==> config.mk <==
export PLATFORM = sky130hd
export DESIGN_NAME = serial_subtractor
export DESIGN_NICKNAME = d
export VERILOG_FILES = /design/src/rtl/serial_subtractor.sv
export SDC_FILE = /design/constraint.sdc
export NUM_CORES = 1
export LEC_CHECK = 0
export ABC_CLOCK_PERIOD_IN_PS = 3200
export BUFFER_PORTS_ARGS = -buffer_cell sky130_fd_sc_hd__buf_2
export CORE_MARGIN = 3
export CORE_UTILIZATION = 35
export DETAILED_ROUTE_END_ITERATION = 16
export PLACE_DENSITY = 0.53
export SYNTH_ARGS = -nofsm -noshare
export SYNTH_HDL_FRONTEND = slang
export SYNTH_SLANG_ARGS = --single-unit
==> constraint.sdc <==
create_clock -name CLOCK_50 -period 3.2 [get_ports CLOCK_50]
set_input_delay 0.64 -clock CLOCK_50 [delete_from_list [all_inputs] [get_ports CLOCK_50]]
set_output_delay 0.64 -clock CLOCK_50 [all_outputs]
set_load 0.005 [all_outputs]
==> src/rtl/serial_subtractor.sv <==
// Bit-serial subtractor: A - B - Bin computed LSB first through one
// full-subtractor cell and a borrow flip-flop, result committed on completion.
module serial_subtractor #(
    parameter int WIDTH = 4,
    parameter int CW    = 3
) (
    input  logic             CLOCK_50,
    input  logic             reset,
    input  logic             start,
    input  logic [WIDTH-1:0] a,
    input  logic [WIDTH-1:0] b,
    input  logic             bin,
    output logic             busy,
    output logic             done,
    output logic [WIDTH-1:0] diff,
    output logic             bout
);

    typedef enum logic [1:0] {
        IDLE,
        RUN,
        DONE
    } state_t;

    state_t           state_q, state_d;
    logic [WIDTH-1:0] sa_q, sa_d;
    logic [WIDTH-1:0] sb_q, sb_d;
    logic [WIDTH-1:0] sr_q, sr_d;
    logic [WIDTH-1:0] diff_q, diff_d;
    logic             br_q, br_d;
    logic             bout_q, bout_d;
    logic [CW-1:0]    cnt_q, cnt_d;

    logic             x, y, dbit, bnext;
    logic [WIDTH:0]   sr_ext;
    logic [WIDTH-1:0] sr_next;

    assign x       = sa_q[0];
    assign y       = sb_q[0];
    assign dbit    = x ^ y ^ br_q;
    assign bnext   = (~x & y) | (~(x ^ y) & br_q);
    // Widened so the shift also works for WIDTH == 1
    assign sr_ext  = {dbit, sr_q};
    assign sr_next = sr_ext[WIDTH:1];

    always_comb begin
        state_d = state_q;
        sa_d    = sa_q;
        sb_d    = sb_q;
        sr_d    = sr_q;
        br_d    = br_q;
        cnt_d   = cnt_q;
        diff_d  = diff_q;
        bout_d  = bout_q;
        case (state_q)
            IDLE: begin
                if (start) begin
                    sa_d    = a;
                    sb_d    = b;
                    br_d    = bin;
                    sr_d    = '0;
                    cnt_d   = '0;
                    state_d = RUN;
                end
            end
            RUN: begin
                sa_d  = sa_q >> 1;
                sb_d  = sb_q >> 1;
                sr_d  = sr_next;
                br_d  = bnext;
                cnt_d = cnt_q + CW'(1);
                if (cnt_q == CW'(WIDTH - 1)) begin
                    diff_d  = sr_next;
                    bout_d  = bnext;
                    state_d = DONE;
                end
            end
            DONE: begin
                state_d = IDLE;
            end
            default: begin
                state_d = IDLE;
            end
        endcase
    end

    always_ff @(posedge CLOCK_50) begin
        if (reset) begin
            state_q <= IDLE;
            sa_q    <= '0;
            sb_q    <= '0;
            sr_q    <= '0;
            br_q    <= 1'b0;
            cnt_q   <= '0;
            diff_q  <= '0;
            bout_q  <= 1'b0;
        end else begin
            state_q <= state_d;
            sa_q    <= sa_d;
            sb_q    <= sb_d;
            sr_q    <= sr_d;
            br_q    <= br_d;
            cnt_q   <= cnt_d;
            diff_q  <= diff_d;
            bout_q  <= bout_d;
        end
    end

    assign busy = (state_q != IDLE);
    assign done = (state_q == DONE);
    assign diff = diff_q;
    assign bout = bout_q;

endmodule

Word-level counts from Yosys, hierarchy flattened
Cells that the tools add are included.
{"block": "totals", "ff_bits": 23, "latchBits": 0, "ramBits": 0, "romBits": 0, "input_bits": 12, "out_inout_bits": 7, "word_cells": 40, "n_memories": 0}
{"block": "classes", "addsub": 1, "n_mul": 0, "n_div": 0, "magnitude_cmp": 0, "eq_ne": 5, "shift": 0, "muxes": 13, "bitwise": 7, "reduce_logical": 6}
{"cell": "$pmux W4 S2", "n": 3}
{"cell": "$mux W4", "n": 3}
{"cell": "$pmux W3 S2", "n": 1}
{"cell": "$reduce_and A2 Y1", "n": 3}
{"cell": "$mux W2", "n": 2}
{"cell": "$ne A2 B2 Y1 const B", "n": 2}
{"cell": "$pmux W2 S2", "n": 1}
{"cell": "$reduce_bool A2 Y1", "n": 2}
{"cell": "$add A3 B1 Y3 const B", "n": 1}
{"cell": "$eq A3 B2 Y1 const B", "n": 1}
{"cell": "$mux W3", "n": 1}
{"cell": "$and A1 B1 Y1", "n": 2}
{"cell": "$eq A2 B1 Y1 const B", "n": 1}
{"cell": "$eq A2 B2 Y1 const B", "n": 1}
{"cell": "$logic_not A2 Y1", "n": 1}
{"cell": "$not A1 Y1", "n": 2}
{"cell": "$pmux W1 S2", "n": 1}
{"cell": "$xor A1 B1 Y1", "n": 2}
{"cell": "$mux W1", "n": 1}
{"cell": "$or A1 B1 Y1", "n": 1}

Logic depth before layout (Yosys ltp)
{"block": "depth", "word_depth": 5, "depth_mapped": 6, "ltp_nobuf": 5}

Worst setup path after synthesis
No wires, ideal clock.
{"block": "synth_timing", "path_type": "register to output", "startpoint": "register state_q[1]", "endpoint": "output done", "t_arrival_ns": 0.754, "t_required_ns": 2.560, "path_slack_ns": 1.806, "path_stages_with_launch": 4, "path_buffers": 1, "cell_sequence": "dfxtp_1 > buf_6 > inv_1 > nor2_1"}
{"block": "synth_via", "elab_chain_cells": 1}
{"item": "start, declared", "line": "25", "rtl": "state_t state_q, state_d;"}
{"item": "start signal, assigned", "line": "98", "rtl": "state_q <= state_d;"}
{"item": "$eq A2 B2 Y1", "line": "110", "rtl": "assign done = (state_q == DONE);"}
{"item": "end, declared", "line": "14", "rtl": "output logic done,"}
Every way passes these cells.

Final worst setup path
Ends and elaborated chain as after synthesis.

==> impl_metrics.json <==
{
  "number_of_warnings_issued_by_yosys": 0,
  "clk-insertion-delay-late_ns": 0.30,
  "synth_edf_count": 0,
  "grt_pass1_wl_mm": 3.26,
  "irDropWorstVdd_uv": 271,
  "final_nets": 143,
  "cp-start-kind": "register",
  "most_used_cells_in_the_layout_excluding_fill_and_tap_cells": "dfxtp_1, buf_2, nor2_1",
  "fp.coreArea_sq_um": 2590,
  "first_global_vias": 750,
  "rsz_0062_raised_after_global_routing": "no",
  "powerDensity_nw_per_um2": 438,
  "floorplan.die.height_um": 59.5,
  "clock.fmax_ghz": 0.493,
  "timing.hold.worst_path_depth": 2,
  "layout.cells.most_common": "dfxtp_1",
  "routabilityCongestion": 0.758,
  "cts_setup_buffers": 0,
  "number_of_sinks_handled_by_clock_tree_synthesis": 22,
  "die-area_sq_um": 3540,
  "synth_top_area_share_pct": 44.0,
  "clkSlewWorstSetupHoldPaths_ns": 0.11,
  "initial_utilization_pct": 38.6,
  "average_footprint_of_a_synthesized_cell_sq_um": 8.94,
  "synth_top_family_by_area": "compound AO/OA/AOI/OAI gates",
  "hp-class": "register to register",
  "number_of_different_library_cells_in_the_post_synthesis_netlist": 29,
  "postCtsResizedCells": 0,
  "placement.setup.worst_slack_ns": 1.51,
  "finalClockSkew_ns": 0.00504,
  "synth_largest_area_cell": "dfxtp_1",
  "finalMaxSlewViolations": 0,
  "crit_path_max_fanout": 16,
  "ctsRootBufferMaster": "clkbuf_4",
  "cts_tree": "built",
  "layout-drive-gt1-share_pct": 25.4,
  "synth_fp_nets": 127,
  "clockBufferDepth": 2,
  "vias_per_cell": 5.16,
  "synthesis.area_sq_um": 1000,
  "placement.io_buffers": 18,
  "layout-area-overhead-vs-synth_pct": 10.4,
  "fin_crit_sh_pct": 63.4,
  "setup_viol_count_final": 0,
  "detailedRoute.firstPassIterationCount": 4,
  "worst_slew_margin_rel_pct": 62.6,
  "die_width_um": 59.5,
  "hold_violations": 0,
  "result_of_the_run": "completed",
  "synth.yosys.seq_area_share_pct": 44.0,
  "finalSetupTns_ns": 0,
  "synth_flop_cell": "dfxtp_1",
  "antenna_found_initial": 0,
  "yosys-top-cells-area": "dfxtp_1, a21oi_1, nor2_1",
  "asyncSetResetFlopFracSynth_pct": 0,
  "critPathRequiredTime_ns": 2.56,
  "numCtsBuffers": 3,
  "r2r.worst_path.cells": 3,
  "design.portCount": 19,
  "synth-simple-area-share_pct": 19.3,
  "synthAdderAreaFrac_pct": 4.50,
  "cts.htree.levels": 1,
  "grt_max_degree": 23,
  "globalRouteOverflowTotal": 0,
  "track_usage_pct": 11.9,
  "routedWlPerCell_um": 12.2,
  "crit_path_kind": "register to primary output",
  "endpoint_kind_of_the_worst_setup_timing_path": "primary output",
  "synth.mux.area_fraction_pct": 2.00,
  "tightestPinTransition_ns": 0.561,
  "power_leakage_nw": 0.461,
  "route.detailed.drc": 0,
  "nFillCells": 272,
  "drt_iter0_drc": 21,
  "antenna_left": 0,
  "drt_wl_total_mm": 1.90,
  "synth-compound-area-share_pct": 21.9,
  "dp_hpwl_mm": 1.32,
  "post_synth_inst_count": 112,
  "detailroute.via_count": 805,
  "num_antenna_cells": 0,
  "finalWorstPathRequiredPeriod_ns": 2.03,
  "yosys_register_bits": 22,
  "synth_xor_xnor_area_share_pct": 0,
  "worst_slack_setup_final_ns": 1.17,
  "drv_cap": 0,
  "timing.critical_path.arrival_ns": 1.39,
  "cts_hold_repair_buffers": 0,
  "rows": 18
}
## synth_stat cells, drive strengths merged (2+ instances only)
cell / instances
nor2: 18
nand2: 5
a22oi: 6
nand3: 4
dfxtp: 22
or3b: 2
o221a: 4
clkbuf: 3
buf: 4
inv: 10
o22ai: 2
nor3: 3
ha: 2
a21oi: 13
or2: 2
mux2i: 2
## stage by stage
stage | cell area (sq um) | hold slack [ns] | total power [mW] | cells | util [%]
5_1_grt | 1100 | 0.481 | 0.514 | 156 | 42.7
6_report | 1100 | 0.460 | 0.484 | 156 | 42.7
2_1_floorplan | 1000 | 0.444 | 0.353 | 112 | -
3_5_place_dp | 1080 | 0.446 | 0.370 | 153 | 41.8
4_1_cts | 1100 | 0.464 | 0.496 | 156 | 42.7
3_3_place_gp | 1080 | 0.442 | 0.369 | 153 | 41.8
## path summary, 6_finish.rpt
kind / endpoint / start / slack, ns
hold reg to reg: diff[1] / diff[1] / 0.46
setup / recovery: done / state_q[1] / 1.17
hold / removal: diff[1] / diff[1] / 0.46
setup reg to reg: bout / state_q[0] / 1.65
## power breakdown
part	switching (mW)	internal (mW)	leakage [nW]
Combinational	0.0330	0.0307	0.267
Sequential	0.0123	0.287	0.180
Clock	0.0775	0.0439	0.0138
Total	0.123	0.361	0.461
## registers in the layout (all words and copies together), names as in the netlist
signal and cells:
diff 4, sr_q 3, bout 1, cnt_q 3
br_q 1, sa_q 4, sb_q 4, state_q 2
## layer usage
layer	global-route usage [%]	part of all wire, %
met5	0	0
met4	1.94	0.53
met3	3.92	5.7
met2	19.7	45
met1	15.3	49
## worst max-delay path, stage by stage (launching register included)
cell	delay [ns]
dfxtp_1	0.69
inv_1	0.15
nor2_1	0.12
buf_2	0.12
## kinds of logic after synthesis
family	after synthesis
AOI/OAI and AO/OA	30
adders and majority gates	3
buffers and inverters	17
DFF	22
muxes	2
and+or+nand+nor	38
## layout make-up
cell class	count	area, sq um	share of cell area [%]
Clock buffer	3	22.5	2.04
Inverter	10	37.5	3.40
Multi-Input combinational cell	73	477	43.1
Sequential cell	22	440	39.9
Tap cell	30	37.5	3.40
Timing Repair Buffer	18	90.1	8.15
(Power assumes the default switching activity.)
